File: config.mk
export PLATFORM = sky130hd
export DESIGN_NAME = lut_neuron_table_loader
export DESIGN_NICKNAME = d
export VERILOG_FILES = /design/src/rtl/lut_neuron_pkg.sv /design/src/rtl/lut_neuron_table_ram.sv /design/src/rtl/lut_neuron_table_loader.sv
export SDC_FILE = /design/constraint.sdc
export NUM_CORES = 1
export LEC_CHECK = 0
export CAP_MARGIN = 25
export CORE_AREA = 2 2 136 125
export CTS_BUF_LIST = sky130_fd_sc_hd__clkbuf_2
export CTS_CLUSTER_DIAMETER = 80
export CTS_CLUSTER_SIZE = 24
export DETAILED_ROUTE_END_ITERATION = 7
export DIE_AREA = 0 0 138 127
export GPL_TIMING_DRIVEN = 1
export SLEW_MARGIN = 15
export SYNTH_ARGS = -nofsm -noshare
export SYNTH_HDL_FRONTEND = slang
export SYNTH_SLANG_ARGS = --single-unit
File: constraint.sdc
create_clock -name clk -period 4.5 [get_ports clk]
set_clock_uncertainty 0.2 [all_clocks]
set_input_delay 0.675 -clock clk [delete_from_list [all_inputs] [get_ports clk]]
set_output_delay 0.675 -clock clk [all_outputs]
set_load 0.02 [all_outputs]
File: src/rtl/lut_neuron_pkg.sv
// Shared definitions for the LogicNets neuron table loader: controller
// states, default code widths and the table-depth helper.
package lut_neuron_pkg;

    localparam int DEF_IN_BITS  = 6;
    localparam int DEF_OUT_BITS = 2;

    typedef enum logic [1:0] {
        IDLE  = 2'd0,
        LOAD  = 2'd1,
        ARMED = 2'd2,
        ERR   = 2'd3
    } state_t;

    function automatic int table_depth(input int in_bits);
        return 1 << in_bits;
    endfunction

endpackage

File: src/rtl/lut_neuron_table_ram.sv
// Register-array neuron truth table: one write port, one registered lookup
// port. With LUT_TABLE_READBACK_EN defined, a second asynchronous read port
// feeds the readback stream.
module lut_neuron_table_ram
    import lut_neuron_pkg::*;
#(
    parameter int IN_BITS  = DEF_IN_BITS,
    parameter int OUT_BITS = DEF_OUT_BITS
) (
    input  logic                clk,
    input  logic                rst,
    input  logic                we,
    input  logic [IN_BITS-1:0]  waddr,
    input  logic [OUT_BITS-1:0] wdata,
    input  logic                rd_en,
    input  logic                rd_clr,
    input  logic [IN_BITS-1:0]  raddr,
    output logic [OUT_BITS-1:0] rdata
`ifdef LUT_TABLE_READBACK_EN
    ,
    input  logic [IN_BITS-1:0]  rb_addr,
    output logic [OUT_BITS-1:0] rb_data
`endif
);

    localparam int DEPTH = table_depth(IN_BITS);

    logic [OUT_BITS-1:0] mem [DEPTH];

    // Table storage: cleared on reset so an aborted load never leaves stale codes.
    always_ff @(posedge clk) begin
        if (rst) begin
            for (int i = 0; i < DEPTH; i++) mem[i] <= '0;
        end else if (we) begin
            mem[waddr] <= wdata;
        end
    end

    // Registered lookup; forced to zero while the table is not armed, held otherwise.
    always_ff @(posedge clk) begin
        if (rst || rd_clr) begin
            rdata <= '0;
        end else if (rd_en) begin
            rdata <= mem[raddr];
        end
    end

`ifdef LUT_TABLE_READBACK_EN
    assign rb_data = mem[rb_addr];
`endif

endmodule

File: src/rtl/lut_neuron_table_loader.sv
// Runtime-programmable LogicNets neuron truth table. Entries arrive on a
// valid/ready stream in ascending code order; once all 2**IN_BITS entries
// land with s_last on the final one, the table is armed and serves
// single-cycle registered lookups.
// Optional build macro: LUT_TABLE_READBACK_EN (adds a table readback stream).
//
// state | meaning
// IDLE  | after reset, waiting for load_start
// LOAD  | accepting entries, wr_addr points at the next code
// ARMED | table complete, lookups (and readback) served
// ERR   | last load was malformed, waiting for load_start
module lut_neuron_table_loader
    import lut_neuron_pkg::*;
#(
    parameter int IN_BITS  = DEF_IN_BITS,
    parameter int OUT_BITS = DEF_OUT_BITS
) (
    input  logic                clk,
    input  logic                rst,
    input  logic                load_start,
    input  logic                s_valid,
    output logic                s_ready,
    input  logic [OUT_BITS-1:0] s_data,
    input  logic                s_last,
    input  logic                lk_valid,
    input  logic [IN_BITS-1:0]  lk_addr,
    output logic                out_valid,
    output logic [OUT_BITS-1:0] out_data,
    output logic                armed,
    output logic                load_err
`ifdef LUT_TABLE_READBACK_EN
    ,
    input  logic                rb_start,
    output logic                m_valid,
    input  logic                m_ready,
    output logic [OUT_BITS-1:0] m_data,
    output logic                m_last
`endif
);

    localparam logic [IN_BITS-1:0] LAST_ADDR = IN_BITS'(table_depth(IN_BITS) - 1);

    state_t              state, state_nxt;
    logic [IN_BITS-1:0]  wr_addr, wr_addr_nxt;
    logic                tbl_we;
    logic                at_last;

    assign at_last  = (wr_addr == LAST_ADDR);
    assign s_ready  = (state == LOAD);
    assign armed    = (state == ARMED);
    assign load_err = (state == ERR);

    // Controller state and write pointer registers.
    always_ff @(posedge clk) begin
        if (rst) begin
            state   <= IDLE;
            wr_addr <= '0;
        end else begin
            state   <= state_nxt;
            wr_addr <= wr_addr_nxt;
        end
    end

    // Next-state logic; load_start always wins over a same-cycle handshake.
    always_comb begin
        state_nxt   = state;
        wr_addr_nxt = wr_addr;
        tbl_we      = 1'b0;
        case (state)
            LOAD: begin
                if (load_start) begin
                    wr_addr_nxt = '0;
                end else if (s_valid) begin
                    tbl_we      = 1'b1;
                    wr_addr_nxt = wr_addr + 1'b1;
                    if (s_last || at_last) begin
                        state_nxt = (s_last && at_last) ? ARMED : ERR;
                    end
                end
            end
            IDLE, ARMED, ERR: begin
                if (load_start) begin
                    state_nxt   = LOAD;
                    wr_addr_nxt = '0;
                end
            end
            default: state_nxt = IDLE;
        endcase
    end

    // Lookup result valid follows an accepted request by exactly one cycle.
    always_ff @(posedge clk) begin
        if (rst) begin
            out_valid <= 1'b0;
        end else begin
            out_valid <= armed && lk_valid;
        end
    end

`ifdef LUT_TABLE_READBACK_EN
    logic               rb_active;
    logic [IN_BITS-1:0] rb_addr;

    // Readback pointer: runs only while armed, aborted by any new load.
    always_ff @(posedge clk) begin
        if (rst || !armed || load_start) begin
            rb_active <= 1'b0;
            rb_addr   <= '0;
        end else if (!rb_active) begin
            if (rb_start) begin
                rb_active <= 1'b1;
                rb_addr   <= '0;
            end
        end else if (m_ready) begin
            if (rb_addr == LAST_ADDR) rb_active <= 1'b0;
            rb_addr <= rb_addr + 1'b1;
        end
    end

    assign m_valid = rb_active;
    assign m_last  = rb_active && (rb_addr == LAST_ADDR);
`endif

    lut_neuron_table_ram #(
        .IN_BITS  (IN_BITS),
        .OUT_BITS (OUT_BITS)
    ) u_ram (
        .clk    (clk),
        .rst    (rst),
        .we     (tbl_we),
        .waddr  (wr_addr),
        .wdata  (s_data),
        .rd_en  (armed && lk_valid),
        .rd_clr (!armed),
        .raddr  (lk_addr),
        .rdata  (out_data)
`ifdef LUT_TABLE_READBACK_EN
        ,
        .rb_addr (rb_addr),
        .rb_data (m_data)
`endif
    );

endmodule
==> flow_summary.yaml <==
power_and_ir_drop:
  power.total_mw: 2.419
  leakage_nw: 2.755
  p_per_area_nw_per_um2: 318.9
  ir_drop_mv: 0.2612
job:
  drv_cap: 0
synth:
  yosysWarnings: 0
  ys.flop_type: "edfxtp_1"
  avgSynthCellArea_um2: 12.04
  synth_cells: 590
  synth_fp_nets: 605
  synth_cell_types: 49
  synth_seq_cells: 139
  syn_area_um2: 7106
  async_reset_ff_share_pct: 0
  synth_edf_count: 128
  yosysSeqAreaShare_pct: 57.19
floorplan:
  ios: 20
  start_util_pct: 44.51
  dieArea_um2: 17530
  die_h_um: 127
  rows: 44
  die_x_um: 138
  core_region_area_um2: 15970
cts:
  cts-resized-gates: 0
  path_clk_slew_ns: 0.19
  cts_tree: "yes"
  numCtsBuffers: 17
  cts_buffer_depth: 2
  ctsHoldBuffers: 0
  cts_root_buf: "clkbuf_2"
  numClockSinks: 139
  post_cts_buffers: 0
  htree_num_levels: 4
  clk_latency_ns: 0.70
run_status:
  run_status: "complete, no violations"
route:
  first_pass_iters: 5
  drc_errors: 0
  wl_um: 17350
  via_per_inst: 5.844
  via_count: 4728
  dr.first_iter.drc_count: 485
  avgRoutedWirePerCell_um: 21.44
  drtAntennaViolNets: 0
sta:
  fmax_ghz: 0.3523
  relSlewSlack_pct: 34.11
  setup_ws_ns: 1.661
  hold_violations: 0
  tightest_slew_ns: 0.9852
  period_needed_ns: 2.839
  rsz0062_at_grt: "no"
  setup_tns_ns: 0
  setup_viol: 0
  worst_hold_slack_ns: 0.2352
  period_share_pct: 63.08
  final_max_slew_viol_count: 0
global_routing:
  grt_pass1_wl_um: 26840
  grt_max_degree: 68
  grt_usage_pct: 20.29
  grt_overflow: 0
  grt_pass1_vias: 4665
  antenna_found_initial: 1
setup_path:
  regToRegStartpoint: "wr_addr[3]$_SDFFE_PP0P_"
  arrival_ns: 1.96
  worstPathRequired_ns: 3.62
  worstSetupPathType: "reg2out"
  worst_r2r_endpoint: "u_ram.mem[10][1]$_SDFFCE_PN0P_"
  reg2reg_setup_slack_ns: 1.80
  cp-end-kind: "output port"
  r2r_cells: 4
  critPathMaxFanout: 8
  start_kind: "flop"
layout:
  syn2layout_area_growth_pct: 6.744
  fin_nets: 604
  layout.cells.non_filler: 809
  drive_gt1_share_pct: 17.30
hold_path:
  holdCritStartpoint: "rst"
  whs_path_depth: 3
  hold_class: "in2reg"
  min_to: "wr_addr[1]$_SDFFE_PP0P_"
placed_design:
  dpl_worst_slack_ns: 0.9753
  place.gp.congestion: 0.8335
  hpwl_um: 12220
  io_buffers: 19
  dp.cells: 777
-- power breakdown --
| part | switching (mW) | internal (mW) |
|---|---|---|
| registers | 0.0201 | 1.46 |
| clock network | 0.439 | 0.299 |
| logic | 0.109 | 0.0914 |
-- metal layers --
metal	track usage [%]	vias up	part of all wire [%]
met5	0	-	0
met2	32.41	195	47
met1	28.26	2357	44
met3	4.460	21	6.7
li1	-	2155	-
met4	5.822	0	1.5
-- stage by stage --
stage	cell area, um2	utilization [%]
floorplan	7106	-
global placement	7362	46.11
detailed placement	7357	46.08
CTS	7582	47.49
global route	7585	47.51
finish	7585	47.51
-- flip-flops by register name, indices dropped and copies added, names as in the netlist --
name and count:
u_ram.rdata 2, wr_addr 6, out_valid 1, u_ram.mem 128, state 2
-- logic make-up (layout without fill, tap and decap cells) --
group / Yosys count / count (layout) / share of synthesized area (%)
buffers and inverters: 52 / 63 / 3.839
DFF: 139 / 139 / 57.19
xor gates and xnor gates: 5 / 5 / 0.6164
other: 0 / 1 / 0
muxes: 44 / 44 / 10.64
adders and majority gates: 1 / 1 / 0.1761
and+or+nand+nor: 267 / 267 / 19.14
AOI/OAI and AO/OA: 82 / 82 / 8.399
-- how the worst max path moves through the flow --
stage / startpoint / to / slack [ns] / depth (start not counted)
2_1_floorplan: load_start / u_ram.mem[9][0]$_SDFFCE_PN0P_ / 2.18 / 7
3_3_place_gp: lk_addr[0] / u_ram.rdata[1]$_SDFFE_PP0P_ / 0.99 / 6
3_5_place_dp: lk_addr[0] / u_ram.rdata[1]$_SDFFE_PP0P_ / 0.98 / 6
4_1_cts: state[0]$_SDFFE_PP0P_ / s_ready / 1.59 / 2
5_1_grt: state[1]$_SDFFE_PP0P_ / armed / 1.48 / 3
6_report: state[0]$_SDFFE_PP0P_ / s_ready / 1.66 / 2
-- area by class of cell --
type / count / area (um2)
antenna: 1 / 2.502
clock buffer: 19 / 95.09
clock inverter: 12 / 130.1
fill: 1492 / 8381
inverter: 2 / 7.507
multi-input combinational: 399 / 2769
sequential: 139 / 4064
tap: 207 / 259.0
timing repair buffer: 30 / 257.7
-- cell usage after synthesis (3+ instances only) --
cell type	count	area share (%)
a2111oi_0	3	0.37
a21o_1	51	5.4
a22oi_1	4	0.42
and2_1	25	2.2
and3_1	32	2.8
and3b_1	4	0.49
buf_2	11	0.77
buf_4	3	0.32
buf_6	7	1.1
clkbuf_1	28	1.5
dfxtp_1	11	3.1
edfxtp_1	128	54
mux2_2	12	1.9
mux2i_1	8	1.1
mux4_2	24	7.6
nand2_1	39	2.1
nand2b_1	4	0.35
nand3_1	5	0.35
nand3b_1	4	0.42
nor2_1	98	5.2
nor2_2	10	0.88
nor2b_1	6	0.53
nor3_1	12	0.85
nor3b_1	3	0.32
o21ai_0	7	0.49
o21bai_1	3	0.32
o22ai_1	4	0.35
o31ai_1	3	0.32
or2_2	12	1.1
xnor2_1	3	0.37
-- critical path, stage by stage (launching register included) --
cell and delay (ns):
dfxtp_1 0.49, nor2b_1 0.17, clkdlybuf4s50_1 0.61
-- placed cells by master, fill, tap and decap left out, types with 3 or more instances in the layout --
cell / netlist / final
clkbuf_2: 0 / 19
nand2b_1: 4 / 4
nor2_2: 10 / 10
nand3b_1: 4 / 4
o21ai_0: 7 / 7
nor2_1: 98 / 98
clkdlybuf4s50_1: 0 / 16
mux2_2: 12 / 12
edfxtp_1: 128 / 128
nand3_1: 5 / 5
mux4_2: 24 / 24
or2_2: 12 / 12
xnor2_1: 3 / 3
o31ai_1: 3 / 3
mux2i_1: 8 / 8
buf_2: 11 / 3
clkinv_2: 0 / 5
and3b_1: 4 / 4
o21bai_1: 3 / 3
nor2b_1: 6 / 6
o22ai_1: 4 / 4
a22oi_1: 4 / 4
a21o_1: 51 / 51
bufinv_16: 0 / 3
and3_1: 32 / 32
clkinv_1: 0 / 4
buf_4: 3 / 11
and2_1: 25 / 25
nor3_1: 12 / 12
a2111oi_0: 3 / 3
dfxtp_1: 11 / 11
nand2_1: 39 / 39
nor3b_1: 3 / 3
Power figures use the tool's default switching activity.
